File: src/rtl/alu_pkg.sv
// Shared ALU encodings and operand-select constants for the issue stage and its users.
package alu_pkg;

   localparam int ALU_XLEN = 64;
   localparam int ALU_OP_W = 4;

   localparam logic [ALU_OP_W-1:0] ALU_ADD  = 4'd0;
   localparam logic [ALU_OP_W-1:0] ALU_SUB  = 4'd1;
   localparam logic [ALU_OP_W-1:0] ALU_SLL  = 4'd2;
   localparam logic [ALU_OP_W-1:0] ALU_SLT  = 4'd3;
   localparam logic [ALU_OP_W-1:0] ALU_SLTU = 4'd4;
   localparam logic [ALU_OP_W-1:0] ALU_XOR  = 4'd5;
   localparam logic [ALU_OP_W-1:0] ALU_SRL  = 4'd6;
   localparam logic [ALU_OP_W-1:0] ALU_SRA  = 4'd7;
   localparam logic [ALU_OP_W-1:0] ALU_OR   = 4'd8;
   localparam logic [ALU_OP_W-1:0] ALU_AND  = 4'd9;

   localparam logic SRC1_RS1 = 1'b0;
   localparam logic SRC1_PC  = 1'b1;
   localparam logic SRC2_RS2 = 1'b0;
   localparam logic SRC2_IMM = 1'b1;

endpackage

File: src/rtl/alu_pipe_slice.sv
// Generic valid/ready register slice with synchronous flush; payload is opaque.
module alu_pipe_slice #(
   parameter int W = 8
) (
   input  logic         clk,
   input  logic         rst,
   input  logic         flush,
   input  logic         in_valid,
   output logic         in_ready,
   input  logic [W-1:0] in_data,
   output logic         out_valid,
   input  logic         out_ready,
   output logic [W-1:0] out_data
);

   logic         valid_q, valid_d;
   logic [W-1:0] data_q, data_d;
   logic         load;

   // flush wins over a same-cycle load; ready itself is left untouched
   always_comb begin
      in_ready = !valid_q || out_ready;
      load     = in_valid && in_ready && !flush;
      valid_d  = flush ? 1'b0 : (load || (valid_q && !out_ready));
      data_d   = load ? in_data : data_q;
   end

   always_ff @(posedge clk or posedge rst) begin
      if (rst) begin
         valid_q <= 1'b0;
         data_q  <= '0;
      end else begin
         valid_q <= valid_d;
         data_q  <= data_d;
      end
   end

   assign out_valid = valid_q;
   assign out_data  = data_q;

endmodule

File: src/rtl/alu_issue_stage.sv
// Two-slice IDU->ALU->WBU issue pipeline (fixed 2-cycle latency, full rate).
// Define ALU_ISSUE_PERF_EN to add the issue/stall performance counters.
module alu_issue_stage
   import alu_pkg::*;
#(
   parameter int XLEN = ALU_XLEN,
   parameter int OP_W = ALU_OP_W,
   parameter int RD_W = 5
) (
   input  logic            clk,
   input  logic            rst,
   input  logic            flush,
   input  logic            in_valid,
   output logic            in_ready,
   input  logic            in_src1_sel,
   input  logic            in_src2_sel,
   input  logic [XLEN-1:0] in_rs1,
   input  logic [XLEN-1:0] in_rs2,
   input  logic [XLEN-1:0] in_imm,
   input  logic [XLEN-1:0] in_pc,
   input  logic [OP_W-1:0] in_alu_op,
   input  logic            in_word,
   input  logic [RD_W-1:0] in_rd,
   output logic [XLEN-1:0] alu_a,
   output logic [XLEN-1:0] alu_b,
   output logic [OP_W-1:0] alu_op,
   input  logic [XLEN-1:0] alu_res,
`ifdef ALU_ISSUE_PERF_EN
   output logic [31:0]     perf_issue_cnt,
   output logic [31:0]     perf_stall_cnt,
`endif
   output logic            out_valid,
   input  logic            out_ready,
   output logic [XLEN-1:0] out_result,
   output logic [RD_W-1:0] out_rd
);

   localparam int A_W = 2 * XLEN + OP_W + 1 + RD_W;
   localparam int B_W = XLEN + RD_W;

   function automatic logic [XLEN-1:0] word_sext(input logic [XLEN-1:0] r);
      logic signed [31:0] lo;
      lo = r[31:0];
      return XLEN'(lo);
   endfunction

   logic [XLEN-1:0] sel_src1, sel_src2;
   logic [A_W-1:0]  a_in, a_data;
   logic [B_W-1:0]  b_in, b_data;
   logic            a_valid, b_valid, b_ready;
   logic [XLEN-1:0] a_src1, a_src2;
   logic [OP_W-1:0] a_op;
   logic            a_word;
   logic [RD_W-1:0] a_rd;

   // Slice A: operand select happens before the register
   always_comb begin
      sel_src1 = (in_src1_sel == SRC1_PC)  ? in_pc  : in_rs1;
      sel_src2 = (in_src2_sel == SRC2_IMM) ? in_imm : in_rs2;
      a_in     = {sel_src1, sel_src2, in_alu_op, in_word, in_rd};
   end

   alu_pipe_slice #(.W(A_W)) u_slice_a (
      .clk       (clk),
      .rst       (rst),
      .flush     (flush),
      .in_valid  (in_valid),
      .in_ready  (in_ready),
      .in_data   (a_in),
      .out_valid (a_valid),
      .out_ready (b_ready),
      .out_data  (a_data)
   );

   assign {a_src1, a_src2, a_op, a_word, a_rd} = a_data;
   assign alu_a  = a_src1;
   assign alu_b  = a_src2;
   assign alu_op = a_op;

   // Slice B: captures the combinational ALU result, W-ops sign-extended from bit 31
   assign b_in = {a_word ? word_sext(alu_res) : alu_res, a_rd};

   alu_pipe_slice #(.W(B_W)) u_slice_b (
      .clk       (clk),
      .rst       (rst),
      .flush     (flush),
      .in_valid  (a_valid),
      .in_ready  (b_ready),
      .in_data   (b_in),
      .out_valid (b_valid),
      .out_ready (out_ready),
      .out_data  (b_data)
   );

   assign out_valid           = b_valid;
   assign {out_result, out_rd} = b_data;

`ifdef ALU_ISSUE_PERF_EN
   logic [31:0] issue_cnt_q, issue_cnt_d;
   logic [31:0] stall_cnt_q, stall_cnt_d;

   // counters ignore flush: a flushed accept still counts as issued
   always_comb begin
      issue_cnt_d = issue_cnt_q + {31'd0, (in_valid && in_ready)};
      stall_cnt_d = stall_cnt_q + {31'd0, (b_valid && !out_ready)};
   end

   always_ff @(posedge clk or posedge rst) begin
      if (rst) begin
         issue_cnt_q <= '0;
         stall_cnt_q <= '0;
      end else begin
         issue_cnt_q <= issue_cnt_d;
         stall_cnt_q <= stall_cnt_d;
      end
   end

   assign perf_issue_cnt = issue_cnt_q;
   assign perf_stall_cnt = stall_cnt_q;
`endif

endmodule

File: config.mk
export PLATFORM = sky130hd
export DESIGN_NAME = alu_issue_stage
export DESIGN_NICKNAME = d
export VERILOG_FILES = /design/src/rtl/alu_pkg.sv /design/src/rtl/alu_pipe_slice.sv /design/src/rtl/alu_issue_stage.sv
export SDC_FILE = /design/constraint.sdc
export NUM_CORES = 1
export LEC_CHECK = 0
export ABC_AREA = 1
export BUFFER_PORTS_ARGS = -buffer_cell sky130_fd_sc_hd__clkbuf_2
export CORE_AREA = 5 5 209 211
export CTS_BUF_LIST = sky130_fd_sc_hd__clkbuf_8 sky130_fd_sc_hd__clkbuf_16
export DETAILED_ROUTE_END_ITERATION = 10
export DIE_AREA = 0 0 214 216
export MAX_ROUTING_LAYER = met4
export PLACE_DENSITY = 0.55
export SETUP_SLACK_MARGIN = 0.5
export SLEW_MARGIN = 10
export SYNTH_ARGS = -nofsm -noshare
export SYNTH_HDL_FRONTEND = slang
export SYNTH_HIERARCHICAL = 1
export SYNTH_SLANG_ARGS = --single-unit
File: constraint.sdc
create_clock -name clk -period 9.76 [get_ports clk]
set_input_delay 1.952 -clock clk [delete_from_list [all_inputs] [get_ports clk]]
set_output_delay 1.952 -clock clk [all_outputs]
set_load 0.01 [all_outputs]
# Word-level counts from Yosys, hierarchy flattened
# Cells that the tools add are included.
# word_totals
out_inout_bits	203
word_cells	24
regBits	209
# op_classes
muxes	5
reduce_logical	15
# ops
cell	n
$mux W64	3
$logic_and A1 B1 Y1	6
$logic_not A1 Y1	5
$logic_or A1 B1 Y1	4
$mux W1	2

# Logic depth before layout (Yosys ltp)
# logic_depth
depth_word	7
mapped_depth	10

# Cells and area by module
# Netlist, hierarchy kept.
# modules_own_cells
module	cells_each	instances	area_per_inst_um2
alu_pipe_slice at u_slice_a	605	1	5507.8
alu_pipe_slice at u_slice_b	305	1	2766.4
alu_issue_stage	484	1	1966.9

# Worst setup path before layout
# No wires, ideal clock.
# synth_path
path_kind	input port to output port
startpoint	input out_ready
endpoint	output in_ready
n_path_buf	2
cell_stages	6
t_arrival_ns	2.745
required_time_ns	7.808
setup_slack_ns	5.063
cell_sequence	inv_1 -> nand2_2 -> buf_2 -> inv_1 -> nand2_2 -> clkbuf_1
# synth_via
elab_chain_len	2
# synth_rtl
item	line_no	text
start, declared	alu_issue_stage.sv:33	input logic out_ready,
$logic_or A1 B1 Y1	alu_pipe_slice.sv:22	in_ready = !valid_q || out_ready;
via b_ready	alu_issue_stage.sv:50	logic a_valid, b_valid, b_ready;
$logic_or A1 B1 Y1	alu_pipe_slice.sv:22	
end, declared	alu_issue_stage.sv:14	output logic in_ready,
# The timed path passes the listed nets, and every way through them passes these cells.

# Worst setup path in the final report
# Same ends and word-level chain as after synthesis.

==> qor.yml <==
relSlewSlack_pct: 26.1
via_per_inst: 4.36
grt_max_degree: 98
p_leak_nw: 8.60
yosysSeqAreaShare_pct: 51.1
synth_cells: 1394
tightest_slew_ns: 1.11
gp_congestion: 0.868
maxCapViolations: 0
yosys-top-cells-count: "nand2_1 (864), dfrtp_1 (209), nand3_1 (207)"
track_usage_pct: 16.5
cts_num_sinks: 209
clkPwrFrac_pct: 37.8
hold_viol: 0
cts_buffers: 26
path_clk_slew_ns: 0.05
skew_ns: 0.00695
synth.avg_cell_area_um2: 7.35
internal-power_w: 0.00187
critPathLaunchType: "input port"
ys.warnings.count: 6
yosysUniqueCellTypes: 14
num_io_pins: 540
hold_path.class: "reg2reg"
synth.largest_area_cell: "dfrtp_1"
synth_top_area_share_pct: 51.1
ctsHtreeMaxLevel: 1
grt_pass1_wl_mm: 60.5
drt-wirelength-per-cell_um: 15.9
ys_dominant_reg_cell: "dfrtp_1"
power.net_switching_w: 0.000805
fmax_mhz: 204
core_area_um2: 41600
crit_chain: "clkbuf_2 -> inv_1 -> nand2_2 -> inv_1 -> nand2_4 -> clkbuf_2"
synth-edff-count: 0
layout-drive-gt1-share_pct: 31.9
cp.arrival_ns: 2.96
final_antenna_net_count: 0
num-fill-cells: 4562
period_share_pct: 50.3
cp.required_ns: 7.81
p_per_area_nw_per_um2: 191
setup_viol: 0
seqPwrFrac_pct: 40.7
cp_slowest_cell: "nand2_4"
crit_path_max_incr_delay_ns: 0.51
dieArea_um2: 46200
die_width_um: 214
clock-root-buffer: "clkbuf_16"
grt_pass1_vias: 10653
nets: 2212
vias: 10619
switching_share_pct: 30.1
num_rows: 75
setup_tns_ns: 0
die_h_um: 216
cp_max_fo: 65
antenna_found_initial: 1
setup_slack_ns: 4.85
ys_ff_latch: 209
outcome: "finished clean"
cts_tree: "built"
layout_min_cycle_time_ns: 4.91
synthArstFlopShare_pct: 100
rsz0062_at_grt: "no"
comb_power_share_pct: 21.6
synth_nets: 1731
synthTopCellsByArea: "dfrtp_1 (51%), nand2_1 (32%), nand3_1 (10%), buf_2 (2.7%), clkbuf_8 (1.6%)"
clockBufferDepth: 3
yosysMostFrequentCell: "nand2_1"
synth.cell_area_um2: 10200
path_class: "in2out"
port_buffers: 539
drv_slew: 0
finalWirelength_mm: 38.7
firstDrtPassIters: 5
dpl.hpwl_mm: 28.6
drt_iter0_markers: 548
cts_resized: 0
clk_latency_ns: 0.52
hold_buffers: 0
peakVddDrop_v: 0.000121
cts_setup_buffers: 0
synthToLayoutAreaGrowth_pct: 36.5
initial_core_util_pct: 24.6
worst_setup_path_end_kind: "output port"
drc: 0
preCtsSetupSlack_ns: 4.80
grt_overflow: 0
-- power groups by stage --
stage                     Sequential [W]  Clock [W]  Combinational [W]
after floorplan                  0.00116          0           0.000231
after global placement           0.00110          0           0.000585
after CTS                        0.00109    0.00104           0.000591
final                            0.00109    0.00101           0.000576
after detailed placement         0.00110          0           0.000591
after global routing             0.00110    0.00108           0.000649
-- metal layers --
layer  up-vias  GRT usage, %  part of all wire (%)  wire length (um)
met2       379          27.2                    49             18900
met1      4900          20.8                    42             16200
met4         0          3.84                   2.0               766
li1       5291             -                     -                 -
met3        49          3.97                   7.5              2890
met5         -             -                     0                 0
-- path summary, 6_finish.rpt --
path,start,end,slack (ns),cells past startpoint
worst max-delay path,out_ready,in_ready,4.85,6
worst min-delay path,u_slice_b/out_data[59],u_slice_b/out_data[59],0.47,2
worst max register to register,u_slice_b/out_valid,u_slice_a/out_data[8],6.98,7
worst min register to register,u_slice_b/out_data[59],u_slice_b/out_data[59],0.47,2
max in group asynchronous,rst,u_slice_a/out_data[19],6.86,3
min in group asynchronous,rst,u_slice_b/out_data[25],1.36,2
-- cell type report --
type                       instances  area, um2  share of cell area (%)
sequential                       209       5230                    37.4
tap                              539        674                    4.82
antenna                            2       5.00                  0.0358
timing repair buffer             551       2790                    19.9
multi-input combinational       1078       4340                    31.1
clock buffer                      32        744                    5.32
inverter                           9       38.8                   0.277
clock inverter                    13        160                    1.15
-- layout by cell type, fill, tap and decap left out, types with 4 or more instances in the layout --
| cell | instances |
|---|---|
| buf_4 | 12 |
| bufinv_16 | 4 |
| clkbuf_16 | 27 |
| clkbuf_2 | 539 |
| clkbuf_8 | 5 |
| clkinv_2 | 5 |
| dfrtp_1 | 209 |
| inv_1 | 8 |
| inv_2 | 4 |
| nand2_1 | 863 |
| nand3_1 | 207 |
-- logic make-up (layout without fill, tap and decap cells) --
group	Yosys count	count (layout)	synth area share [%]
compound gates	2	2	0.0977
buf+inv	107	605	6.65
other cells	0	2	0
flops	209	209	51.1
simple gates	1076	1076	42.2
-- sequential cells by signal, indices dropped and copies added, names as in the netlist --
register             count
u_slice_a/out_data     138
u_slice_a/out_valid      1
u_slice_b/out_data      69
u_slice_b/out_valid      1
-- metrics by stage --
step / cell area, um2 / hold WS (ns) / utilization (%) / total power [W] / instances
floorplan: 10200 / 0.443 / - / 0.00139 / 1394
global placement: 13100 / 0.454 / 31.4 / 0.00168 / 2386
detailed placement: 13100 / 0.458 / 31.4 / 0.00169 / 2386
CTS: 14000 / 0.472 / 33.6 / 0.00272 / 2431
global route: 14000 / 0.483 / 33.6 / 0.00283 / 2432
finish: 14000 / 0.468 / 33.6 / 0.00267 / 2433
-- critical path, delay by kind of cell --
kind	cells	cell delay, ns
buffers and inverters	4	0.45
and+or+nand+nor	2	0.57
Note: power is estimated with default switching activity, not from simulation.
